<file path="src/rtl/bp_be_long_ctl.sv">
// Sequencer for the iterative long-latency unit (int div/rem, fp div/sqrt).
// Counts the unit latency, holds the result for writeback and publishes in-flight hazard state.
module bp_be_long_ctl #(
  parameter int lat_int_p = 34,
  parameter int lat_fp_p  = 20
) (
  input  logic       clk_i,
  input  logic       reset_i,
  input  logic       cmd_v_i,
  output logic       cmd_ready_o,
  input  logic       cmd_fp_i,
  input  logic [4:0] cmd_rd_addr_i,
  input  logic       flush_i,
  output logic       unit_start_o,
  output logic       wb_v_o,
  input  logic       wb_ready_i,
  output logic       wb_fp_o,
  output logic [4:0] wb_rd_addr_o,
  output logic       long_busy_o,
  output logic       busy_iwb_v_o,
  output logic       busy_fwb_v_o,
  output logic [4:0] busy_rd_addr_o
);

  typedef enum logic [1:0] {
    IDLE    = 2'd0,
    RUN     = 2'd1,
    WAIT_WB = 2'd2
  } state_e;

  // Counter is preloaded with lat-1 so that wb_v_o rises exactly lat cycles after accept.
  localparam logic [7:0] LAT_INT_M1 = 8'(lat_int_p - 1);
  localparam logic [7:0] LAT_FP_M1  = 8'(lat_fp_p - 1);

  state_e     state_q, state_d;
  logic       fp_q, fp_d;
  logic [4:0] rd_q, rd_d;
  logic [7:0] cnt_q, cnt_d;
  logic       start_q, start_d;

  logic accept;
  logic retire;
  logic in_flight;

  assign in_flight = (state_q != IDLE);
  assign accept    = cmd_v_i & cmd_ready_o;
  assign retire    = wb_v_o & wb_ready_i;

  // All outputs are forced low while reset is asserted, even before the state register clears.
  assign cmd_ready_o    = (state_q == IDLE) & ~flush_i & reset_i;
  assign wb_v_o         = (state_q == WAIT_WB) & ~flush_i & reset_i;
  assign wb_fp_o        = fp_q & reset_i;
  assign wb_rd_addr_o   = rd_q & {5{reset_i}};
  assign unit_start_o   = start_q & reset_i;
  assign long_busy_o    = in_flight & reset_i;
  assign busy_iwb_v_o   = in_flight & ~fp_q & reset_i;
  assign busy_fwb_v_o   = in_flight & fp_q & reset_i;
  assign busy_rd_addr_o = rd_q & {5{reset_i}};

  always_comb begin
    state_d = state_q;
    fp_d    = fp_q;
    rd_d    = rd_q;
    cnt_d   = cnt_q;
    start_d = 1'b0;
    case (state_q)
      IDLE: begin
        if (accept) begin
          state_d = RUN;
          fp_d    = cmd_fp_i;
          rd_d    = cmd_rd_addr_i;
          cnt_d   = cmd_fp_i ? LAT_FP_M1 : LAT_INT_M1;
          start_d = 1'b1;
        end
      end
      RUN: begin
        if (flush_i) begin
          state_d = IDLE;
        end else if (cnt_q <= 8'd1) begin
          // Counter parks at 1 rather than wrapping.
          state_d = WAIT_WB;
        end else begin
          cnt_d = cnt_q - 8'd1;
        end
      end
      WAIT_WB: begin
        if (flush_i || retire) begin
          state_d = IDLE;
        end
      end
      default: begin
        state_d = IDLE;
      end
    endcase
  end

  always_ff @(posedge clk_i) begin
    if (!reset_i) begin
      state_q <= IDLE;
      fp_q    <= 1'b0;
      rd_q    <= 5'd0;
      cnt_q   <= 8'd0;
      start_q <= 1'b0;
    end else begin
      state_q <= state_d;
      fp_q    <= fp_d;
      rd_q    <= rd_d;
      cnt_q   <= cnt_d;
      start_q <= start_d;
    end
  end

endmodule

</file>
<file path="config.mk">
export PLATFORM = sky130hd
export DESIGN_NAME = bp_be_long_ctl
export DESIGN_NICKNAME = d
export VERILOG_FILES = /design/src/rtl/bp_be_long_ctl.sv
export SDC_FILE = /design/constraint.sdc
export NUM_CORES = 1
export LEC_CHECK = 0
export BUFFER_PORTS_ARGS = -buffer_cell sky130_fd_sc_hd__buf_2
export CORE_UTILIZATION = 48
export CTS_CLUSTER_DIAMETER = 80
export DETAILED_ROUTE_END_ITERATION = 6
export PLACE_DENSITY = 0.78
export RECOVER_POWER = 100
export SETUP_SLACK_MARGIN = 0.15
export SYNTH_ARGS = -nofsm -noshare
export SYNTH_HDL_FRONTEND = slang
export SYNTH_SLANG_ARGS = --single-unit
</file>
<file path="constraint.sdc">
create_clock -name clk_i -period 3.5 [get_ports clk_i]
set_input_delay 0.175 -clock clk_i [delete_from_list [all_inputs] [get_ports clk_i]]
set_output_delay 0.175 -clock clk_i [all_outputs]
set_load 0.01 [all_outputs]
</file>
==> reports/results.env, run 1 <==
SYNTH_WARNINGS=0
YOSYS_REGISTER_BITS=17
MAPPEDNETLISTNETS=130
RUN_STATUS='complete, no violations'
YOSYSUNIQUECELLTYPES=36
TIMING.CRITICAL_PATH.REQUIRED_NS=3.70
CP_DATA_ARRIVAL_TIME_NS=2.45
TOTAL_LEAKAGE_POWER_nW=0.405
SYNTHESIS.AREA_SQ_UM=950
SKEW_NS=0.00598
DRV.MAX_CAP_VIOLATION_COUNT=0
DIEHEIGHT_MICRONS=46.5
TRITONCTS='yes'
CTS-ROOT-BUF='sky130_fd_sc_hd__clkbuf_4'
HOLDBUFCOUNTCTS=0
WIRELENGTH_MET1_MICRONS=986
ANTENNA_FOUND_INITIAL=0
ROUTE.MET3.WL_MICRONS=150
HOLD_PATH_CELLS=2
SHARE_OF_FLIP_FLOPS_WITH_AN_ASYNCHRONOUS_SET_OR_RESET_AFTER_SYNTHESIS=0
REGTOREGSTARTPOINT='state_q[0]'
SLEW_VIOLATIONS=0
WORSTMARGINPINSLEW_NS=0.874
IO_PINS=28
SYNTH.LARGEST_AREA_CELL='sky130_fd_sc_hd__dfxtp_1'
SETUP_VIOL_COUNT_FINAL=0
INSTANCES_NO_FILL=164
SYNTH_AREA_PER_CELL_SQ_UM=8.12
HOLDPATHEND='state_q[1]'
DRTITER0DRC=27
YOSYS-TOP-CELLS-AREA='sky130_fd_sc_hd__dfxtp_1, sky130_fd_sc_hd__a21oi_1, sky130_fd_sc_hd__and2_1, sky130_fd_sc_hd__nand2_1, sky130_fd_sc_hd__nand3_1'
CLOCK_LATENCY_NS=0.29
WORST-PATH-MAX-FANOUT=11
POST_DRT_VIA_CELL_RATIO=5.65
LAYOUT-AREA-OVERHEAD-VS-SYNTH_PCT=11.7
FINAL_WORST_SLACK_NS=1.25
LAYOUT-DRIVE-GT1-SHARE=0.122
FMAXACHIEVABLE_GHz=0.444
WORSTSETUPSTARTPOINTTYPE='flip-flop'
MIN_FROM='flush_i'
FIN_WORST_HOLD_SLACK_NS=0.102
CRIT_PATH_CELL_TRACE='nor4b_1 > clkbuf_1 > a2bb2oi_1 > or4_1 > mux2i_1'
OVERFLOW=0
SYN_INST=117
LARGEST_NET_DEGREE_AT_THE_START_OF_GLOBAL_ROUTING=17
ANTENNA_VIOLATING_NETS_POST_ROUTE=0
REMAINING_DRC_ERRORS=0
SYNTHDOMINANTCELLAREASHARE=0.358
DIEWIDTH_MICRONS=46.5
CORE_AREA_SQ_UM=1780
MAX-SLEW-MARGIN-REL=0.415
ROUTED-WL-MET2_MICRONS=894
WORST_PATH_MAX_DELAY_CELL='sky130_fd_sc_hd__or4_1'
SYNTH_FF_TYPE='sky130_fd_sc_hd__dfxtp_1'
TOTAL_CTS_BUFFERS=3
GLOBALPLACE.CONGESTION=0.797
RSZ0062_AT_GRT='no'
REG2REG_TO='cnt_q[6]'
FINALNETCOUNT=153
CTS_SINKS=17
POWERDENSITY_nW_PER_UM2=372
NUMBER_OF_GLOBAL_ROUTE_VIAS_BEFORE_REPAIR=747
DETAIL_ROUTE.FIRST_PASS.ITERATIONS=4
ANTENNADIODECOUNT=0
PERIOD_NEEDED_NS=2.25
MAX-VDD-IR-DROP_mV=0.195
WL_PER_CELL_MICRONS=12.6
FINAL_HOLD_VIOL_COUNT=0
MIN-DELAY-PATH-CLASS='in -> reg'
SYNTH_EDF_COUNT=0
TNS_NS=0
PLACEMENTROWS=15
PRE_CTS_WORST_SETUP_SLACK_NS=1.51
CRITICAL_PATH_CLASS='reg -> reg'
INITIAL_CORE_UTIL=0.533
POST_CTS.RESIZED_INSTANCES=0
DR.MAX_LAYER_USED='met4'
PLACE.PORT_BUFFERS=27
CLKSLEWWORSTSETUPHOLDPATHS_NS=0.11
FF2FF_PATH_DEPTH=5
PLACED_CELLS=160
SYNTH_SEQUENTIAL_AREA_RATIO=0.358
FINAL.FILL_COUNT=184
CRITPATHCAPTURETYPE='flip-flop'
GRT_UTIL_ALL_LAYERS=0.215
DIE-AREA_SQ_UM=2160
DR_TOTAL_VIAS=927
GRT_PASS1_WL_MM=3.34
FINALCRITPERIODSHARE=0.644
REG2REG_SLACK_NS=1.25
ROUTE.FINAL.WIRE_LENGTH_MM=2.07
TIMING.CRITICAL_PATH.SLOWEST_CELL_DELAY_NS=0.56
H-TREE-DEPTH=1
CLK_PATH_BUF_DEPTH=2
CTS.REPAIR_TIMING.SETUP_BUFFER_COUNT=0
DP_HPWL_MM=1.40
==> synthesized netlist by cell type, drive strengths merged, types with 3 or more instances <==
| library cell | instances |
|---|---|
| dfxtp | 17 |
| nand2 | 12 |
| a21oi | 11 |
| and2 | 8 |
| buf | 8 |
| nand3 | 8 |
| nor2 | 7 |
| inv | 6 |
| nor3 | 5 |
| a31oi | 3 |
==> placed cells by master, fill, tap and decap left out, types with 3 or more instances in the layout <==
master and count:
sky130_fd_sc_hd__nor3_1 4, sky130_fd_sc_hd__a31oi_1 3, sky130_fd_sc_hd__buf_2 11, sky130_fd_sc_hd__clkbuf_1 17
sky130_fd_sc_hd__inv_1 6, sky130_fd_sc_hd__and2_1 7, sky130_fd_sc_hd__nand2_1 12, sky130_fd_sc_hd__a21oi_1 11
sky130_fd_sc_hd__dfxtp_1 17, sky130_fd_sc_hd__nand3_1 8, sky130_fd_sc_hd__clkbuf_4 3, sky130_fd_sc_hd__nor2_1 7
==> kinds of logic after synthesis <==
kind of cell               Yosys count  synth area share
and+or+nand+nor                     53             0.318
AOI/OAI and AO/OA                   27             0.190
adders and majority gates            2            0.0263
DFF                                 17             0.358
muxes                                2            0.0211
buffers and inverters               16            0.0870
==> flip-flops by register name (all words and copies together) (netlist names) <==
| register | count |
|---|---|
| cnt_q | 8 |
| fp_q | 1 |
| rd_q | 5 |
| start_q | 1 |
| state_q | 2 |
==> power breakdown <==
group / leakage, nW / internal [mW] / switching (mW)
clock: 0.0177 / 0.0425 / 0.0682
combinational: 0.249 / 0.0282 / 0.0454
sequential: 0.138 / 0.203 / 0.00755
==> layer usage <==
metal	track usage	up-vias
li1	-	458
met4	0.0941	0
met2	0.308	39
met3	0.0471	7
met1	0.304	423
met5	0	-
==> how the worst max path moves through the flow <==
stage	to	slack, ns	cells past startpoint	from
2_1_floorplan	cnt_q[6]	1.78	6	cnt_q[0]
3_3_place_gp	cnt_q[6]	1.58	6	cnt_q[0]
3_5_place_dp	cnt_q[6]	1.51	6	cnt_q[0]
4_1_cts	cnt_q[6]	1.47	6	cnt_q[0]
5_1_grt	cnt_q[6]	0.94	5	state_q[0]
6_report	cnt_q[6]	1.25	5	state_q[0]
==> per-stage QoR <==
step | area, sq um | utilization | power (mW)
finish | 1060 | 0.595 | 0.395
global route | 1060 | 0.595 | 0.415
CTS | 1090 | 0.612 | 0.395
detailed placement | 1060 | 0.596 | 0.289
global placement | 1060 | 0.596 | 0.287
floorplan | 950 | - | 0.268
==> worst max-delay path: cells and delay by family, from the launching register on <==
family	cells	cell delay [ns]
buffers and inverters	1	0.41
multiplexers	1	0.13
flip-flops	1	0.39
AND/OR/NAND/NOR	2	0.88
AO/OA/AOI/OAI	1	0.35
==> layout make-up <==
cell class / instances / area [sq um] / share of cell area
clock buffer: 3 / 22.5 / 0.0212
clock inverter: 1 / 5.00 / 0.00472
inverter: 6 / 22.5 / 0.0212
multi-input combinational: 84 / 520 / 0.491
sequential: 17 / 340 / 0.321
tap: 25 / 31.3 / 0.0295
timing repair buffer: 28 / 119 / 0.112
Note: power is estimated with default switching activity, not from simulation.
==> run 2, diff against run 1 <==
==> constraint.sdc (replaced) <==
create_clock -name clk_i -period 2.14 [get_ports clk_i]
set_input_delay 0.107 -clock clk_i [delete_from_list [all_inputs] [get_ports clk_i]]
set_output_delay 0.107 -clock clk_i [all_outputs]
set_load 0.01 [all_outputs]
==> reports/results.env, run 2 (synthesis results as in run 1) <==
RUN_STATUS='complete, no violations'
FINALNETCOUNT=155  # +1.3%
INITIAL_CORE_UTIL=0.533  # unchanged
POST_DRT_VIA_CELL_RATIO=5.47  # -3.2%
HOLDBUFCOUNTCTS=0  # unchanged
CLOCK_LATENCY_NS=0.29  # about the same
GLOBALPLACE.CONGESTION=0.933  # +17%
CORE_AREA_SQ_UM=1780  # unchanged
IO_PINS=28  # unchanged
FINAL_HOLD_VIOL_COUNT=0  # unchanged
GRT_UTIL_ALL_LAYERS=0.209  # -0.00599
CRITPATHCAPTURETYPE='flip-flop'
NUMBER_OF_GLOBAL_ROUTE_VIAS_BEFORE_REPAIR=728  # -2.5%
PLACEMENTROWS=15  # unchanged
TOTAL_LEAKAGE_POWER_nW=0.416  # +2.6%
CTS.REPAIR_TIMING.SETUP_BUFFER_COUNT=0  # unchanged
CP_DATA_ARRIVAL_TIME_NS=2.07  # -0.38 ns
CTS_SINKS=17  # unchanged
MAX-SLEW-MARGIN-REL=0.667  # +0.252
CRITICAL_PATH.TOP_DELAY_FAMILY='simple AND/OR/NAND/NOR gates'
LARGEST_REGISTER_FFS=8  # unchanged
ANTENNADIODECOUNT=0  # unchanged
DIEWIDTH_MICRONS=46.5  # unchanged
PLACED_CELLS=162  # +1.3%
PLACE_AREA_SQ_UM=1080  # +1.4%
ROUTE.FINAL.WIRE_LENGTH_MM=2.12  # +2.2%
WORSTMARGINPINSLEW_NS=0.498  # -0.375 ns
DP_HPWL_MM=1.48  # +5.8%
GRT_USE_MET3=0.0431  # -0.00392
TIMING.CRITICAL_PATH.REQUIRED_NS=2.33  # -1.37 ns
INSTANCES_NO_FILL=166  # +1.2%
LAYOUT_TOP_REGISTERS='cnt_q x8, rd_q x5, state_q x2'
TIMING.CRITICAL_PATH.BUF_INV=1  # unchanged
SKEW_NS=0.00218  # -0.00380 ns
SETUP_VIOL_COUNT_FINAL=0  # unchanged
MOST-COMMON-LAYOUT-CELLS='sky130_fd_sc_hd__dfxtp_1, sky130_fd_sc_hd__clkbuf_1, sky130_fd_sc_hd__nand2_1'
DIE-AREA_SQ_UM=2160  # unchanged
FINAL_CELL_AREA_SQ_UM=1080  # +1.4%
MAX-VDD-IR-DROP_mV=0.375  # +92%
ANTENNA_VIOLATING_NETS_POST_ROUTE=0  # unchanged
FINAL.FILL_COUNT=166  # -9.8%
WL_PER_CELL_MICRONS=12.7  # +0.99%
LAYOUT-DRIVE-GT1-SHARE=0.135  # +0.0124
TRITONCTS='yes'
MET2_TRACK_UTILIZATION_FROM_GLOBAL_ROUTING=0.306  # -0.00278
FINALCRITPERIODSHARE=0.877  # +0.233
DETAIL_ROUTE.FIRST_PASS.ITERATIONS=4  # unchanged
DR_TOTAL_VIAS=908  # -2.0%
DIEHEIGHT_MICRONS=46.5  # unchanged
FMAXACHIEVABLE_GHz=0.533  # +20%
TOTAL_CTS_BUFFERS=3  # unchanged
POST_CTS.RESIZED_INSTANCES=0  # unchanged
REG2REG_SLACK_NS=0.26  # -0.98 ns
TIMING.CRITICAL_PATH.SLOWEST_CELL_DELAY_NS=0.52  # -0.04 ns
RSZ0062_AT_GRT='no'
REGMOSTFLOPS='cnt_q'
PERIOD_NEEDED_NS=1.88  # -0.378 ns
CTS-ROOT-BUF='sky130_fd_sc_hd__clkbuf_4'
CRITICAL_PATH_CLASS='reg -> reg'
REMAINING_DRC_ERRORS=0  # unchanged
DRTITER0DRC=37  # +37%
MIN-DELAY-PATH-CLASS='in -> reg'
POWERDENSITY_nW_PER_UM2=597  # +60%
CRIT_PATH_CELL_TRACE='inv_1 > ha_1 > nor2_1 > and4b_1 > or4_1 > mux2i_1'
CLKSLEWWORSTSETUPHOLDPATHS_NS=0.10  # about the same
DRV.MAX_CAP_VIOLATION_COUNT=0  # unchanged
LARGEST_NET_DEGREE_AT_THE_START_OF_GLOBAL_ROUTING=17  # unchanged
WORSTSETUPSTARTPOINTTYPE='flip-flop'
WORST-PATH-MAX-FANOUT=6  # -5
MET1_USAGE=0.281  # -0.0229
LAYOUT-AREA-OVERHEAD-VS-SYNTH_PCT=13.3
H-TREE-DEPTH=1  # unchanged
BUSIEST_LAYER='met2'
OVERFLOW=0  # unchanged
CLK_PATH_BUF_DEPTH=2  # unchanged
SLEW_VIOLATIONS=0  # unchanged
TNS_NS=0  # unchanged
PRE_CTS_WORST_SETUP_SLACK_NS=0.311  # -1.20 ns
PLACE.PORT_BUFFERS=27  # unchanged
FINAL_WORST_SLACK_NS=0.263  # -0.982 ns
ANTENNA_FOUND_INITIAL=0  # unchanged
WORST_PATH_MAX_DELAY_CELL='sky130_fd_sc_hd__or4_1'
GRT_PASS1_WL_MM=3.15  # -5.6%
[run 2: path summary, 6_finish.rpt]
kind         depth (start not counted)     start    endpoint
max                                  6  cnt_q[0]    cnt_q[6]
min                                  2   flush_i  state_q[1]
max reg2reg                          6  cnt_q[0]    cnt_q[6]
min reg2reg                          2   rd_q[4]     rd_q[4]
[run 2: metal layers]
| layer | part of all wire | vias to the layer above |
|---|---|---|
| met5 | 0 | - |
| met1 | 0.48 | 409 |
| met4 | 0.017 | 0 |
| met2 | 0.46 | 30 |
| met3 | 0.041 | 6 |
| li1 | - | 463 |
[run 2: power by group]
part	leakage [nW]	total, mW	switching, mW	internal (mW)
clock network	0.0177	0.174	0.105	0.0696
registers	0.138	0.344	0.0122	0.332
logic	0.260	0.124	0.0758	0.0485
[run 2: area by class of cell]
cell class | instances | area [sq um] | share of cell area
Inverter | 6 | 22.5 | 0.0209
Sequential cell | 17 | 340 | 0.316
Tap cell | 25 | 31.3 | 0.0291
Clock buffer | 3 | 22.5 | 0.0209
Timing Repair Buffer | 30 | 134 | 0.124
Clock inverter | 1 | 5.00 | 0.00465
Multi-Input combinational cell | 84 | 520 | 0.484
[run 2: per-stage QoR]
stage	power, mW	util	hold slack [ns]
global route	0.676	0.604	0.0439
CTS	0.649	0.620	0.0479
global placement	0.472	0.605	0.354
detailed placement	0.476	0.605	0.365
finish	0.642	0.604	0.0433
floorplan	0.438	-	0.185
==> run 3, diff against run 2 <==
--- a/config.mk
+++ b/config.mk
@@ -6,10 +6,12 @@
 export NUM_CORES = 1
 export LEC_CHECK = 0
 export BUFFER_PORTS_ARGS = -buffer_cell sky130_fd_sc_hd__buf_2
-export CORE_UTILIZATION = 48
+export CELL_PAD_IN_SITES_DETAIL_PLACEMENT = 0
+export CELL_PAD_IN_SITES_GLOBAL_PLACEMENT = 1
+export CORE_UTILIZATION = 36
 export CTS_CLUSTER_DIAMETER = 80
 export DETAILED_ROUTE_END_ITERATION = 6
-export PLACE_DENSITY = 0.78
+export PLACE_DENSITY = 0.8
 export RECOVER_POWER = 100
 export SETUP_SLACK_MARGIN = 0.15
 export SYNTH_ARGS = -nofsm -noshare
==> reports/results.env, run 3 (synthesis results as in run 1) <==
MIN-DELAY-PATH-CLASS='in -> reg'
MOST-COMMON-LAYOUT-CELLS='sky130_fd_sc_hd__clkbuf_1, sky130_fd_sc_hd__dfxtp_1, sky130_fd_sc_hd__nand2_1'
FINAL_CELL_AREA_SQ_UM=1080  # +0.47%
CLK_PATH_BUF_DEPTH=2  # unchanged
LAYOUT_TOP_REGISTERS='cnt_q x8, rd_q x5, state_q x2'
HOLD_PATH_CELLS=2  # unchanged
CLOCK_LATENCY_NS=0.29  # about the same
LARGEST_NET_DEGREE_AT_THE_START_OF_GLOBAL_ROUTING=17  # unchanged
DP_HPWL_MM=1.48  # -0.11%
FINALNETCOUNT=155  # unchanged
REGTOREGSTARTPOINT='cnt_q[0]'
RUN_STATUS='complete, no violations'
CP_DATA_ARRIVAL_TIME_NS=2.13  # +0.06 ns
TIMING.CRITICAL_PATH.REQUIRED_NS=2.33  # about the same
PLACEMENTROWS=18  # +3
MAX-SLEW-MARGIN-REL=0.666  # -0.00170
WL_PER_CELL_MICRONS=12.2  # -4.5%
MIN_FROM='flush_i'
INITIAL_CORE_UTIL=0.383  # -0.149
OVERFLOW=0  # unchanged
DR_TOTAL_VIAS=916  # +0.88%
CRIT_PATH_CELL_TRACE='inv_1 > ha_1 > nor2_1 > and4b_1 > clkbuf_1 > o31a_1 > o21a_1'
PERIOD_NEEDED_NS=1.94  # +0.0649 ns
POST_DRT_VIA_CELL_RATIO=5.36  # -2.1%
CTS_SINKS=17  # unchanged
POWERDENSITY_nW_PER_UM2=591  # -1.0%
PLACE.PORT_BUFFERS=27  # unchanged
SETUP_VIOL_COUNT_FINAL=0  # unchanged
HOLDPATHEND='state_q[1]'
LAYOUT-AREA-OVERHEAD-VS-SYNTH_PCT=13.8
GLOBALPLACE.CONGESTION=0.848  # -9.1%
TRITONCTS='yes'
IO_PINS=28  # unchanged
FINAL_COMMON_CELL='sky130_fd_sc_hd__clkbuf_1'
DIEWIDTH_MICRONS=53.4  # +15%
HOLDBUFCOUNTCTS=0  # unchanged
WORST_PATH_MAX_DELAY_CELL='sky130_fd_sc_hd__dfxtp_1'
ANTENNADIODECOUNT=0  # unchanged
PLACE_AREA_SQ_UM=1080  # +0.58%
REGMOSTFLOPS='cnt_q'
TOTAL_CTS_BUFFERS=3  # unchanged
FINAL.FILL_COUNT=277  # +67%
REG2REG_TO='cnt_q[7]'
TIMING.CRITICAL_PATH.SLOWEST_CELL_DELAY_NS=0.40  # -0.12 ns
FF2FF_PATH_DEPTH=7  # +1
DIEHEIGHT_MICRONS=53.4  # +15%
GRT_PASS1_WL_MM=3.31  # +4.8%
CRITICAL_PATH_CLASS='reg -> reg'
WORSTMARGINPINSLEW_NS=0.499  # +0.00116 ns
ANTENNA_FOUND_INITIAL=0  # unchanged
CLKSLEWWORSTSETUPHOLDPATHS_NS=0.10  # about the same
MAX-VDD-IR-DROP_mV=0.314  # -16%
SKEW_NS=0.00241  # +0.000234 ns
CRITPATHCAPTURETYPE='flip-flop'
H-TREE-DEPTH=1  # unchanged
REMAINING_DRC_ERRORS=0  # unchanged
LARGEST_REGISTER_FFS=8  # unchanged
FMAXACHIEVABLE_GHz=0.515  # -3.3%
RSZ0062_AT_GRT='no'
WORSTSETUPSTARTPOINTTYPE='flip-flop'
LAYOUT-DRIVE-GT1-SHARE=0.128  # -0.00709
NUMBER_OF_GLOBAL_ROUTE_VIAS_BEFORE_REPAIR=812  # +12%
FINAL_HOLD_VIOL_COUNT=0  # unchanged
SLEW_VIOLATIONS=0  # unchanged
DRTITER0DRC=23  # -38%
DIE-AREA_SQ_UM=2850  # +32%
CTS.REPAIR_TIMING.SETUP_BUFFER_COUNT=0  # unchanged
FINALCRITPERIODSHARE=0.907  # +0.0303
CORE_AREA_SQ_UM=2480  # +39%
ANTENNA_VIOLATING_NETS_POST_ROUTE=0  # unchanged
CTS-ROOT-BUF='sky130_fd_sc_hd__clkbuf_4'
TNS_NS=0  # unchanged
GRT_UTIL_ALL_LAYERS=0.159  # -0.0501
DRV.MAX_CAP_VIOLATION_COUNT=0  # unchanged
DETAIL_ROUTE.FIRST_PASS.ITERATIONS=4  # unchanged
WORST-PATH-MAX-FANOUT=10  # +4
POST_CTS.RESIZED_INSTANCES=0  # unchanged
TOTAL_LEAKAGE_POWER_nW=0.412  # -0.80%
ROUTE.FINAL.WIRE_LENGTH_MM=2.08  # -1.6%
REG2REG_SLACK_NS=0.20  # -0.06 ns
## run 3: how the worst max path moves through the flow
| stage | start | to | cells after the start |
|---|---|---|---|
| finish | cnt_q[0] | cnt_q[7] | 7 |
| global route | cnt_q[0] | cnt_q[7] | 7 |
| CTS | cnt_q[0] | cnt_q[6] | 6 |
| detailed placement | cnt_q[0] | cnt_q[6] | 6 |
| global placement | cnt_q[0] | cnt_q[6] | 6 |
| floorplan | cnt_q[0] | cnt_q[6] | 6 |
## run 3: area by class of cell
cell class | instances | area [sq um] | area share
sequential | 17 | 340 | 0.315
inverter | 6 | 22.5 | 0.0208
tap | 30 | 37.5 | 0.0347
multi-input combinational | 84 | 520 | 0.481
clock buffer | 4 | 26.3 | 0.0243
timing repair buffer | 30 | 134 | 0.124
## run 3: routing by layer
layer  routed length (microns)  up-vias  GRT usage
li1                          -      470          -
met1                       909      409      0.161
met2                       978       30      0.294
met3                       149        7     0.0287
met4                        45        0     0.0965
met5                         0        -          0
## run 3: critical path, delay by kind of cell, from the launching register on
family | cells | cell delay, ns
AOI/OAI and AO/OA | 2 | 0.51
adders and majority gates | 1 | 0.26
buffers and inverters | 2 | 0.29
DFF | 1 | 0.40
and+or+nand+nor | 2 | 0.37
## run 3: per-stage QoR
stage	worst slack (ns)	power, mW	std cells	util	hold WS (ns)
6_report	0.198	0.639	171	0.436	0.0431
5_1_grt	0.0845	0.677	171	0.436	0.0346
4_1_cts	0.280	0.648	171	0.448	0.0477
3_5_place_dp	0.315	0.477	167	0.438	0.361
3_3_place_gp	0.367	0.475	167	0.438	0.359
2_1_floorplan	0.421	0.438	117	-	0.185
## run 3: where the power goes
part | leakage [nW] | total (mW) | switching [mW] | internal (mW)
combinational | 0.259 | 0.124 | 0.0754 | 0.0488
clock | 0.0150 | 0.171 | 0.0983 | 0.0725
sequential | 0.138 | 0.344 | 0.0122 | 0.332
